--- config.mk ---
export PLATFORM = sky130hd
export DESIGN_NAME = instr_fetch_decode
export DESIGN_NICKNAME = d
export VERILOG_FILES = /design/src/rtl/instr_fetch_decode.sv
export SDC_FILE = /design/constraint.sdc
export NUM_CORES = 1
export LEC_CHECK = 0
export ABC_AREA = 1
export CORE_MARGIN = 2
export CORE_UTILIZATION = 50
export DETAILED_ROUTE_END_ITERATION = 10
export HOLD_SLACK_MARGIN = 0.06
export PLACE_DENSITY = 0.88
export SYNTH_ARGS = -nofsm -noshare
export SYNTH_HDL_FRONTEND = slang
export SYNTH_SLANG_ARGS = --single-unit
--- constraint.sdc ---
create_clock -name clk -period 2.2 [get_ports clk]
set_clock_uncertainty 0.1 [all_clocks]
set_input_delay 0.55 -clock clk [delete_from_list [all_inputs] [get_ports clk]]
set_output_delay 0.55 -clock clk [all_outputs]
set_load 0.02 [all_outputs]
--- src/rtl/instr_fetch_decode.sv ---
// ---------------------------------------------------------------------------
// instr_fetch_decode
//
// Fetch/decode stage sitting directly behind a combinational instruction ROM.
// Owns the program counter, strobes the ROM, captures the 12-bit instruction
// word and presents its opcode/dst/src/imm fields to the execute stage over a
// valid/ready handshake. A redirect (jump) is taken on the accepting
// handshake. A HALT opcode stops fetching until reset.
//
// Optional feature macro: INSTR_CNT_EN
//   When defined, adds a 16-bit saturating count of accepted instructions.
//
// Ports
//   clk          in   1        clock, rising edge
//   rst_n        in   1        asynchronous active-low reset
//   run          in   1        permits a new fetch (looked at only in FETCH)
//   rom_en       out  1        ROM read strobe, high only in FETCH
//   rom_addr     out  ADDR_W   ROM address (current PC)
//   rom_instr    in   INSTR_W  ROM data, valid in the same cycle as rom_addr
//   jump_en      in   1        redirect PC on the accepting handshake
//   jump_addr    in   ADDR_W   redirect target
//   out_valid    out  1        decoded instruction valid
//   out_ready    in   1        execute stage accepts
//   opcode       out  4        instr[11:8]
//   dst          out  2        instr[7:6]
//   src          out  2        instr[5:4]
//   imm          out  4        instr[3:0]
//   pc_out       out  ADDR_W   address of the presented instruction
//   halted       out  1        high in HALT state
//   instr_count  out  16       accepted-instruction count (INSTR_CNT_EN only)
// ---------------------------------------------------------------------------
module instr_fetch_decode #(
    parameter int         ADDR_W    = 2,
    parameter int         INSTR_W   = 12,
    parameter int         ROM_DEPTH = 4,
    parameter logic [3:0] HALT_OP   = 4'hF
) (
    input  logic              clk,
    input  logic              rst_n,
    input  logic              run,
    output logic              rom_en,
    output logic [ADDR_W-1:0] rom_addr,
    input  logic [INSTR_W-1:0] rom_instr,
    input  logic              jump_en,
    input  logic [ADDR_W-1:0] jump_addr,
    output logic              out_valid,
    input  logic              out_ready,
    output logic [3:0]        opcode,
    output logic [1:0]        dst,
    output logic [1:0]        src,
    output logic [3:0]        imm,
    output logic [ADDR_W-1:0] pc_out,
    output logic              halted
`ifdef INSTR_CNT_EN
    ,
    output logic [15:0]       instr_count
`endif
);

    typedef enum logic [1:0] {
        S_FETCH  = 2'd0,
        S_DECODE = 2'd1,
        S_HOLD   = 2'd2,
        S_HALT   = 2'd3
    } state_t;

    localparam logic [ADDR_W-1:0] LAST_ADDR = ADDR_W'(ROM_DEPTH - 1);

    state_t               r_state;
    state_t               w_next;
    logic [ADDR_W-1:0]    r_pc;
    logic [INSTR_W-1:0]   r_instr;
    logic [ADDR_W-1:0]    r_instr_pc;
    logic                 r_out_valid;
    logic [3:0]           r_opcode;
    logic [1:0]           r_dst;
    logic [1:0]           r_src;
    logic [3:0]           r_imm;
    logic [ADDR_W-1:0]    r_pc_out;
    logic                 w_accept;
    logic                 w_jump_ok;
    logic [ADDR_W-1:0]    w_pc_next;

    assign w_accept  = (r_state == S_HOLD) && out_ready;
    // Out-of-range redirect targets fall back to address 0.
    assign w_jump_ok = (32'(jump_addr) < 32'(ROM_DEPTH));

    // State register
    always_ff @(posedge clk or negedge rst_n) begin
        if (!rst_n) begin
            r_state <= S_FETCH;
        end else begin
            r_state <= w_next;
        end
    end

    // Next-state logic
    always_comb begin
        w_next = r_state;
        case (r_state)
            S_FETCH:  if (run) w_next = S_DECODE;
            S_DECODE: w_next = S_HOLD;
            S_HOLD: begin
                if (out_ready) begin
                    w_next = (r_opcode == HALT_OP) ? S_HALT : S_FETCH;
                end
            end
            S_HALT:   w_next = S_HALT;
            default:  w_next = S_FETCH;
        endcase
    end

    // PC update on the accepting handshake; HALT keeps the PC and wins over a jump.
    always_comb begin
        w_pc_next = r_pc;
        if (r_opcode != HALT_OP) begin
            if (jump_en) begin
                w_pc_next = w_jump_ok ? jump_addr : '0;
            end else begin
                w_pc_next = (r_pc == LAST_ADDR) ? '0 : r_pc + 1'b1;
            end
        end
    end

    // Datapath: capture in FETCH, present in DECODE, release in HOLD
    always_ff @(posedge clk or negedge rst_n) begin
        if (!rst_n) begin
            r_pc        <= '0;
            r_instr     <= '0;
            r_instr_pc  <= '0;
            r_out_valid <= 1'b0;
            r_opcode    <= '0;
            r_dst       <= '0;
            r_src       <= '0;
            r_imm       <= '0;
            r_pc_out    <= '0;
        end else begin
            case (r_state)
                S_FETCH: begin
                    if (run) begin
                        r_instr    <= rom_instr;
                        r_instr_pc <= r_pc;
                    end
                end
                S_DECODE: begin
                    r_opcode    <= r_instr[11:8];
                    r_dst       <= r_instr[7:6];
                    r_src       <= r_instr[5:4];
                    r_imm       <= r_instr[3:0];
                    r_pc_out    <= r_instr_pc;
                    r_out_valid <= 1'b1;
                end
                S_HOLD: begin
                    if (w_accept) begin
                        r_out_valid <= 1'b0;
                        r_pc        <= w_pc_next;
                    end
                end
                default: begin
                end
            endcase
        end
    end

`ifdef INSTR_CNT_EN
    logic [15:0] r_instr_count;

    always_ff @(posedge clk or negedge rst_n) begin
        if (!rst_n) begin
            r_instr_count <= '0;
        end else if (r_out_valid && out_ready && (r_instr_count != 16'hFFFF)) begin
            r_instr_count <= r_instr_count + 16'd1;
        end
    end

    assign instr_count = r_instr_count;
`endif

    // rom_en is gated by rst_n so it reads 0 while reset is held even though
    // the state register already sits in FETCH.
    assign rom_en    = (r_state == S_FETCH) && rst_n;
    assign rom_addr  = r_pc;
    assign out_valid = r_out_valid;
    assign opcode    = r_opcode;
    assign dst       = r_dst;
    assign src       = r_src;
    assign imm       = r_imm;
    assign pc_out    = r_pc_out;
    assign halted    = (r_state == S_HALT);

endmodule

==> results by group <==
Critical path
  • Worst setup SP type: flip-flop
  • CP peak stage delay: 0.63 ns
  • Worst path slowest cell: clkdlybuf4s50_1
  • Cells along the critical path: clkdlybuf4s50_1
  • WP data arrival: between 1 and 1.5 ns
  • Crit path required time: between 1.5 and 2 ns
  • Critical Path Sink Type: primary output
  • CP bufs+invs: 1
  • CP Max Fanout: 5
  • Crit Path Category: reg2out
  • Crit-path leading delay family: buffers and inverters

Synth
  • Mapped cell area: ~0.0014 sq mm
  • Synth top area share: 0.599
  • Most instantiated cells after synthesis: dfrtp_1, nand2_1, nor2_1
  • Sequential area share after synthesis: 0.599
  • Synth Register Bits: 33
  • Unique masters post-synth: 17
  • Syn_area_per_cell: 9.32 sq um
  • Yosys top cell by area: dfrtp_1
  • Ys flop type: dfrtp_1
  • Cells after synthesis: between 100 and 150
  • Synth warn: 0
  • Post-synth EDFFs: 0
  • Mapped Nets: around 170
  • Post-synth ARST share: 1.00
  • Largest cells by area after synthesis: dfrtp_1, nand2_1, nor2_1, a21oi_1, inv_1

Floorplan
  • # rows: 19
  • Core area: approximately 0.0027 sq mm
  • Die W: ~57 microns
  • Die area: approximately 0.0032 sq mm
  • Die Y: 56.5 microns
  • Initial Util: 0.513
  • # IOs: 38

Pwr
  • PD cells: ~1500 mW/mm^2
  • Final total power: between 2000 and 3000 uW
  • Leakage: between 0.0008 and 0.0009 uW
  • Peak supply drop: a little over 0.0009 V
  • Reg power frac: 0.404
  • Int Power: between 1500 and 2000 uW
  • Psw: ~1100 uW
  • Clk pwr share: 0.129
  • Comb power frac: 0.467
  • Switching part of the total: 0.413

Clock tree
  • Clock buffer count from CTS: 5
  • H-tree Lvls: 2
  • Reg clk slew, reported paths: approximately 0.11 ns
  • CTS tree: built
  • CTS Sinks: 33
  • Postcts setup bufs: 0
  • Worst skew pair latency: between 0.3 and 0.4 ns
  • Clk root buf: clkbuf_4
  • CTS max path bufs: 2

Timing
  • Slew Viols, Final: 0
  • Fmax: between 400 and 500 MHz
  • Period utilization: 0.937
  • Final setup fails: 0
  • Slew @ Worst Pin: 0.505 ns
  • Final Hold Viols: 0
  • Minimum clock period: 2.06 ns
  • RSZ-0062 raised after global routing: no
  • Fin worst setup slack: about 0.14 ns
  • Worst relative slew slack: 0.662

Final layout
  • Finished Cell Area: ~0.0018 sq mm
  • Share of cells above drive strength 1: 0.101
  • Antenna cells: 0
  • Final core utilization: 0.665
  • Fin nets: roughly 210
  • Cell Count, Final, Fillers Out: 220
  • Area delta synth->final: 29.5%
  • # fillers: approximately 220

Global route
  • Total Routing Usage GR: 0.202
  • Initial antenna violation count: 0
  • GRT overflow: 0
  • Pin count of the biggest net entering global routing: 34
  • Global-route wire length before repair: 4.73 mm
  • Vias in the first global route: 1078

Route
  • Average wire per standard cell: 12.9 microns
  • Post-Route WL: between 2 and 3 mm
  • DR iter-0 viols: 14
  • TritonRoute pass-1 iters: 4
  • Drt via density: 4.92
  • Number of routed nets with antenna violations: 0
  • Via count: ~1100
  • Post-route DRC: 0

Outcome
  • Status: completed

Job
  • Total of max-cap violations: 0

Hold path
  • Hold Crit Class: reg2reg

Placed design
  • PortBufs: 37
  • Cells after DPL: roughly 210
  • Setup WS pre-CTS: -0.302 ns
  • Placed Area: ~0.0017 sq mm
  • Gpl congestion: just over 0.7
  • Detail Placement HPWL: ~2.0 mm
## cells in the final DEF (no fill, tap or decap)
master	n
clkinvlp_4	1
dfrtp_1	33
clkbuf_4	5
buf_4	1
dlygate4sd2_1	1
o21ai_1	5
o21ai_2	5
nand2_1	33
ha_1	1
nand2_2	2
clkdlybuf4s50_1	35
buf_2	1
o21ai_0	5
a21oi_1	15
nor2_1	21
inv_2	1
clkinv_2	2
or2_4	1
inv_1	18
nor3b_1	1
nand3_1	2
## power by group through the flow
| stage | clock network [uW] | registers (uW) | logic, uW |
|---|---|---|---|
| floorplan | 0 | 1240 | 626 |
| global placement | 0 | 1070 | 1180 |
| detailed placement | 0 | 1080 | 1250 |
| CTS | 342 | 1070 | 1250 |
| global route | 371 | 1100 | 1350 |
| finish | 340 | 1060 | 1230 |
## sequential cells by signal, indices dropped and copies added (netlist names)
signal,cells
r_instr,12
out_valid,1
pc_out,2
r_instr_pc,2
opcode,4
r_state,2
src,2
imm,4
dst,2
rom_addr,2
## logic make-up after synthesis
group | share of synthesized area
buffers and inverters | 0.0944
adder cells (fa/ha/maj) | 0.00907
AO/OA/AOI/OAI | 0.122
flip-flops | 0.599
AND/OR/NAND/NOR | 0.175
## final timing paths
| kind | start | end | slack [ns] | cells after the start |
|---|---|---|---|---|
| setup / recovery | rom_addr[0]$_DFFE_PN0P_ | rom_addr[0] | 0.14 | 1 |
| hold / removal | out_valid$_DFFE_PN0P_ | out_valid$_DFFE_PN0P_ | 0.39 | 2 |
| setup reg to reg | r_state[0]$_DFFE_PN0P_ | r_instr[8]$_DFFE_PN0P_ | 0.64 | 4 |
| hold reg to reg | out_valid$_DFFE_PN0P_ | out_valid$_DFFE_PN0P_ | 0.39 | 2 |
| max in group asynchronous | rst_n | r_instr[1]$_DFFE_PN0P_ | 1.19 | 2 |
| min in group asynchronous | rst_n | r_state[0]$_DFFE_PN0P_ | 0.51 | 2 |
## routing by layer
metal | global-route usage | up-vias | share of wire
met1 | 0.232 | 499 | 0.39
met4 | 0.112 | 0 | 0.030
met5 | 0 | - | 0
met3 | 0.0691 | 10 | 0.052
li1 | - | 540 | -
met2 | 0.329 | 34 | 0.53
## cell type report
type | count | area, sq um | share of cell area
Multi-Input combinational cell | 91 | 423 | 0.237
Sequential cell | 33 | 826 | 0.463
Clock inverter | 3 | 17.5 | 0.00981
Inverter | 19 | 71.3 | 0.0399
Timing Repair Buffer | 38 | 372 | 0.208
Clock buffer | 5 | 37.5 | 0.0210
Tap cell | 31 | 38.8 | 0.0217
## worst register-to-register path, delay by kind of cell, from the launching register on
family	cells	cell delay, ns
AOI/OAI and AO/OA	1	0.06
DFF	1	0.45
and+or+nand+nor	3	0.83
## per-stage QoR
stage          setup TNS [ns]  hold WS, ns
3_5_place_dp           -0.302        0.373
4_1_cts                     0        0.400
5_1_grt                     0        0.418
3_3_place_gp           -0.268        0.359
6_report                    0        0.388
2_1_floorplan               0        0.154
## what timing repair did
action,CTS,global route
cloned,0,0
hold buffers,0,0
gates resized for setup,5,1
setup endpoints to repair,2,1
Note: power is estimated with default switching activity, not from simulation.
